## config.mk

```make
export PLATFORM = sky130hd
export DESIGN_NAME = dmem_mmio_bridge_flat
export DESIGN_NICKNAME = d
export VERILOG_FILES = /design/src/rtl/dmem_mmio_bridge_if.sv /design/src/rtl/dmem_mmio_bridge.sv /design/src/flat_wrapper.sv
export SDC_FILE = /design/constraint.sdc
export NUM_CORES = 1
export LEC_CHECK = 0
export BUFFER_PORTS_ARGS = -buffer_cell sky130_fd_sc_hd__buf_4
export CORE_ASPECT_RATIO = 1.25
export CORE_MARGIN = 2
export CORE_UTILIZATION = 58
export CTS_BUF_LIST = sky130_fd_sc_hd__clkbuf_4 sky130_fd_sc_hd__clkbuf_8
export CTS_CLUSTER_SIZE = 16
export DETAILED_ROUTE_END_ITERATION = 7
export GPL_TIMING_DRIVEN = 0
export PLACE_DENSITY = 0.85
export SKIP_CTS_REPAIR_TIMING = 1
export SLEW_MARGIN = 20
export SYNTH_ARGS = -nofsm -noshare
export SYNTH_HDL_FRONTEND = slang
export SYNTH_SLANG_ARGS = --single-unit
```

## constraint.sdc

```tcl
create_clock -name clock -period 4.4 [get_ports clock]
set_input_delay 0.88 -clock clock [delete_from_list [all_inputs] [get_ports clock]]
set_output_delay 0.88 -clock clock [all_outputs]
set_load 0.02 [all_outputs]
```

## src/rtl/dmem_mmio_bridge_if.sv

```systemverilog
// dmem_mmio_bridge_if: processor port, dmem syncram port and TX byte stream of the bridge.
interface dmem_mmio_bridge_if;
  logic [11:0] address_dmem;
  logic [31:0] data;
  logic wren;
  logic [31:0] q_dmem;
  logic [11:0] mem_address;
  logic [31:0] mem_data;
  logic mem_wren;
  logic [31:0] mem_q;
  logic tx_valid;
  logic [7:0] tx_data;
  logic tx_ready;
  modport master (
    output address_dmem, data, wren, mem_q, tx_ready,
    input q_dmem, mem_address, mem_data, mem_wren, tx_valid, tx_data
  );
  modport slave (
    input address_dmem, data, wren, mem_q, tx_ready,
    output q_dmem, mem_address, mem_data, mem_wren, tx_valid, tx_data
  );
endinterface

```

## src/rtl/dmem_mmio_bridge.sv

```systemverilog
// dmem_mmio_bridge: routes dmem accesses to the syncram or to LED, timer and TX FIFO registers.
module dmem_mmio_bridge (
  input logic clock,
  input logic reset,
  dmem_mmio_bridge_if.slave bus,
  output logic [31:0] led_out,
  output logic timer_irq
);
  logic [31:0] count, compare, rdata, mmio_q;
  logic [7:0] fifo [4];
  logic [1:0] head, tail;
  logic [2:0] occ;
  logic sel, match_s, ovf_s, mmio, wr, w1c, push, pop, full, empty, accept;
  logic [11:0] addr;
  assign addr = bus.address_dmem;
  assign mmio = addr[11:8] == 4'hF;
  assign wr = bus.wren & mmio;
  assign w1c = wr & (addr == 12'hF03);
  assign bus.mem_address = addr;
  assign bus.mem_data = bus.data;
  assign bus.mem_wren = bus.wren & ~mmio;
  assign full = occ == 3'd4;
  assign empty = occ == 3'd0;
  assign push = wr & (addr == 12'hF04);
  assign pop = bus.tx_valid & bus.tx_ready;
  // a full FIFO still takes the byte when the head leaves in the same cycle
  assign accept = push & (~full | pop);
  assign bus.tx_valid = ~empty;
  assign bus.tx_data = fifo[head];
  assign bus.q_dmem = sel ? mmio_q : bus.mem_q;
  assign timer_irq = match_s;
  always_comb
    rdata = addr == 12'hF00 ? led_out :
            addr == 12'hF01 ? count :
            addr == 12'hF02 ? compare :
            addr == 12'hF03 ? {28'd0, ovf_s, empty, full, match_s} : 32'd0;
  always_ff @(posedge clock)
    if (!reset) begin
      led_out <= '0;
      count <= '0;
      compare <= '0;
      match_s <= 1'b0;
      ovf_s <= 1'b0;
      fifo <= '{default: 8'd0};
      head <= '0;
      tail <= '0;
      occ <= '0;
      sel <= 1'b0;
      mmio_q <= '0;
    end else begin
      sel <= mmio;
      mmio_q <= rdata;
      count <= (wr && addr == 12'hF01) ? 32'd0 : count + 32'd1;
      if (wr && addr == 12'hF00) led_out <= bus.data;
      if (wr && addr == 12'hF02) compare <= bus.data;
      match_s <= (compare != 32'd0 && count == compare) | (match_s & ~(w1c & bus.data[0]));
      ovf_s <= (push & ~accept) | (ovf_s & ~(w1c & bus.data[3]));
      if (accept) begin
        fifo[tail] <= bus.data[7:0];
        tail <= tail + 2'd1;
      end
      if (pop) head <= head + 2'd1;
      occ <= occ + {2'b0, accept} - {2'b0, pop};
    end
endmodule
```

## src/flat_wrapper.sv

```systemverilog
// flat-port wrapper written by rule: the top's interface ports become plain ports
module dmem_mmio_bridge_flat 
  (clock, reset, led_out, timer_irq, bus_address_dmem, bus_data, bus_wren, bus_mem_q, bus_tx_ready, bus_q_dmem, bus_mem_address, bus_mem_data, bus_mem_wren, bus_tx_valid, bus_tx_data);
  dmem_mmio_bridge_if bus_i ();
  input logic clock;
  input logic reset;
  output logic [31:0] led_out;
  output logic timer_irq;
  input wire logic [$bits(bus_i.address_dmem)-1:0] bus_address_dmem;
  input wire logic [$bits(bus_i.data)-1:0] bus_data;
  input wire logic [$bits(bus_i.wren)-1:0] bus_wren;
  input wire logic [$bits(bus_i.mem_q)-1:0] bus_mem_q;
  input wire logic [$bits(bus_i.tx_ready)-1:0] bus_tx_ready;
  output wire logic [$bits(bus_i.q_dmem)-1:0] bus_q_dmem;
  output wire logic [$bits(bus_i.mem_address)-1:0] bus_mem_address;
  output wire logic [$bits(bus_i.mem_data)-1:0] bus_mem_data;
  output wire logic [$bits(bus_i.mem_wren)-1:0] bus_mem_wren;
  output wire logic [$bits(bus_i.tx_valid)-1:0] bus_tx_valid;
  output wire logic [$bits(bus_i.tx_data)-1:0] bus_tx_data;
  assign bus_i.address_dmem = bus_address_dmem;
  assign bus_i.data = bus_data;
  assign bus_i.wren = bus_wren;
  assign bus_i.mem_q = bus_mem_q;
  assign bus_i.tx_ready = bus_tx_ready;
  assign bus_q_dmem = bus_i.q_dmem;
  assign bus_mem_address = bus_i.mem_address;
  assign bus_mem_data = bus_i.mem_data;
  assign bus_mem_wren = bus_i.mem_wren;
  assign bus_tx_valid = bus_i.tx_valid;
  assign bus_tx_data = bus_i.tx_data;
  dmem_mmio_bridge u_core (.clock(clock), .reset(reset), .bus(bus_i), .led_out(led_out), .timer_irq(timer_irq));
endmodule
```

==> results.yml <==
status:
  status: "complete, no violations"
final_layout:
  layout_commonest_cell: "buf_4"
  layout-drive-gt1-share: 0.321
  final_cell_mix: "buf_4 (241), dfxtp_1 (170), nand2_1 (102)"
  fin_area_sq_mm: 0.0104
  final_nets: 1205
  syn_to_final_growth_pct: 25.2
  num_antenna_cells: 0
synthesis:
  ys_seq_area_frac: 0.411
  synthFlopType: "dfxtp_1"
  postSynthAreaPerCell_sq_um: 9.20
  ys_warn_count: 0
  syn_area_sq_mm: 0.00829
  synth-edff-count: 0
  synth.ff_latch_count: 170
  synthCells: 901
  syn-num-nets: 989
  yosysUniqueCellTypes: 51
  async_flop_share: 0
critical_path:
  ff2ff_setup_slack_ns: 1.99
  r2r-start: "u_core.occ[1]"
  critPathLaunchType: "flip-flop"
  reg2reg_depth: 10
  timing.rr.end: "u_core.occ[2]"
  crit_arrival_ns: 2.30
  worst-setup-path-type: "reg2out"
  worstPathRequired_ns: 3.52
  worstSetupEndpointType: "primary output"
  cp_max_fo: 10
global_route:
  grt_pass1_vias: 7424
  grt_pass1_wl_microns: 36800
  grt_usage: 0.302
  grt_overflow: 0
  antenna_found_initial: 0
  grt_max_degree: 17
floorplan:
  rows: 48
  die_x_microns: 111
  coreArea_sq_mm: 0.0139
  io_pins: 199
  die_h_microns: 138
  die-area_sq_mm: 0.0153
  start_util: 0.597
timing:
  final-max-slew-violation-count: 0
  hold_viol_final: 0
  setup_violations: 0
  fin_skew_ns: 0.0116
  setup-tns-final_ns: 0
  finalCritPeriodShare: 0.723
  period_needed_ns: 3.18
  slew_headroom: 0.444
  rsz0062_at_grt: "no"
  fmaxAchievable_mhz: 314
  worst_pin_slew_ns: 0.834
clock_tree:
  htreeDepth: 4
  clock_latency_ns: 0.47
  path_clk_slew_ns: 0.08
  cts_tree: "yes"
  clk_path_buf_depth: 2
  numCtsBuffers: 17
  cts-root-buf: "clkbuf_8"
  cts_num_sinks: 170
routing:
  first_pass_iters: 4
  viasPerCell: 5.77
  ant_nets: 0
  first_iter_violations: 497
  vias: 7508
  routedWlPerCell_microns: 17.9
  wl_microns: 23400
  drc_errors: 0
run:
  max_cap_viol_count: 0
worst_hold_path:
  min_path_type: "reg2reg"
  hold_depth: 2
  min_to: "u_core.fifo[4]"
  min-delay-start: "u_core.fifo[4]"
pwr:
  p_leak_nw: 4.26
  vdd_drop_max_uv: 282
  power.density_mw_per_mm2: 312
placement:
  hpwlAfterDp_microns: 17500
  portBuffers: 197
  placedInstanceArea_sq_mm: 0.00999
  gp_congestion: 0.959
==> synthesized netlist by cell type (all sizes together) (18+ instances only) <==
cell type / count / area share
buf: 66 / 0.057
nor4: 26 / 0.021
dfxtp: 170 / 0.41
o21ai: 70 / 0.042
nand2: 102 / 0.046
clkbuf: 40 / 0.018
nand4: 18 / 0.014
inv: 33 / 0.015
mux2: 32 / 0.043
nand3: 75 / 0.045
o21bai: 26 / 0.024
nor2: 52 / 0.024
a221oi: 26 / 0.047
xor2: 18 / 0.019
mux2i: 35 / 0.042
xnor2: 47 / 0.050
==> state kept, by name, summed over array words and instances, names as in the netlist <==
| signal | count |
|---|---|
| u_core.compare | 32 |
| u_core.count | 32 |
| u_core.fifo | 32 |
| u_core.led_out | 32 |
| u_core.mmio_q | 32 |
| u_core.occ | 3 |
| u_core.head | 2 |
| u_core.tail | 2 |
| u_core.ovf_s | 1 |
| u_core.sel | 1 |
| u_core.timer_irq | 1 |
==> worst max-delay path: stages (launching register included) <==
cell	delay (ns)
dfxtp_1	0.32
clkbuf_1	0.31
buf_1	0.62
mux2_2	0.42
buf_4	0.16
==> how the worst max path moves through the flow <==
stage | slack (ns) | to | from
6_report | 1.22 | bus_q_dmem[6] | u_core.sel
5_1_grt | 1.19 | bus_q_dmem[6] | u_core.sel
4_1_cts | 1.25 | bus_q_dmem[6] | u_core.sel
3_5_place_dp | 1.15 | u_core.compare[8] | bus_address_dmem[5]
3_3_place_gp | 1.21 | u_core.compare[7] | bus_address_dmem[5]
2_1_floorplan | 1.66 | u_core.mmio_q[3] | bus_address_dmem[5]
==> metal layers <==
metal	vias to the layer above	share of wire	global-route usage
met1	3632	0.38	0.335
met3	59	0.060	0.0515
li1	3529	-	-
met5	-	0	0
met2	288	0.54	0.566
met4	0	0.028	0.142
==> through the flow <==
stage | utilization | hold slack [ns] | instances | total power, mW | setup WS [ns]
finish | 0.748 | 0.463 | 1302 | 3.24 | 1.22
CTS | 0.748 | 0.465 | 1302 | 3.23 | 1.25
global placement | 0.720 | 0.442 | 1273 | 2.12 | 1.21
global route | 0.748 | 0.475 | 1302 | 3.34 | 1.19
detailed placement | 0.720 | 0.453 | 1273 | 2.14 | 1.15
floorplan | - | 0.436 | 901 | 1.93 | 1.66
==> kinds of logic (layout without fill, tap and decap cells) <==
| kind of cell | count (synthesis) | count (layout) | synth area share |
|---|---|---|---|
| AND/OR/NAND/NOR | 307 | 307 | 0.182 |
| AO/OA/AOI/OAI | 136 | 136 | 0.128 |
| flip-flops | 170 | 170 | 0.411 |
| XOR/XNOR | 65 | 65 | 0.0687 |
| adder cells (fa/ha/maj) | 8 | 8 | 0.0130 |
| buffers and inverters | 140 | 366 | 0.0909 |
| multiplexers | 75 | 75 | 0.107 |
==> cell type report <==
cell class | instances | area [sq um]
sequential | 170 | 3400
fill | 1043 | 3500
tap | 175 | 219
clock buffer | 20 | 263
inverter | 34 | 128
buffer | 106 | 626
timing repair buffer | 197 | 1480
clock inverter | 9 | 125
multi-input combinational | 591 | 4130
==> report_power, final <==
part	total [mW]	switching [mW]	internal, mW	leakage (nW)
combinational	0.527	0.283	0.244	2.69
clock	1.13	0.558	0.575	0.197
sequential	1.58	0.0175	1.56	1.37
(Power assumes the default switching activity.)
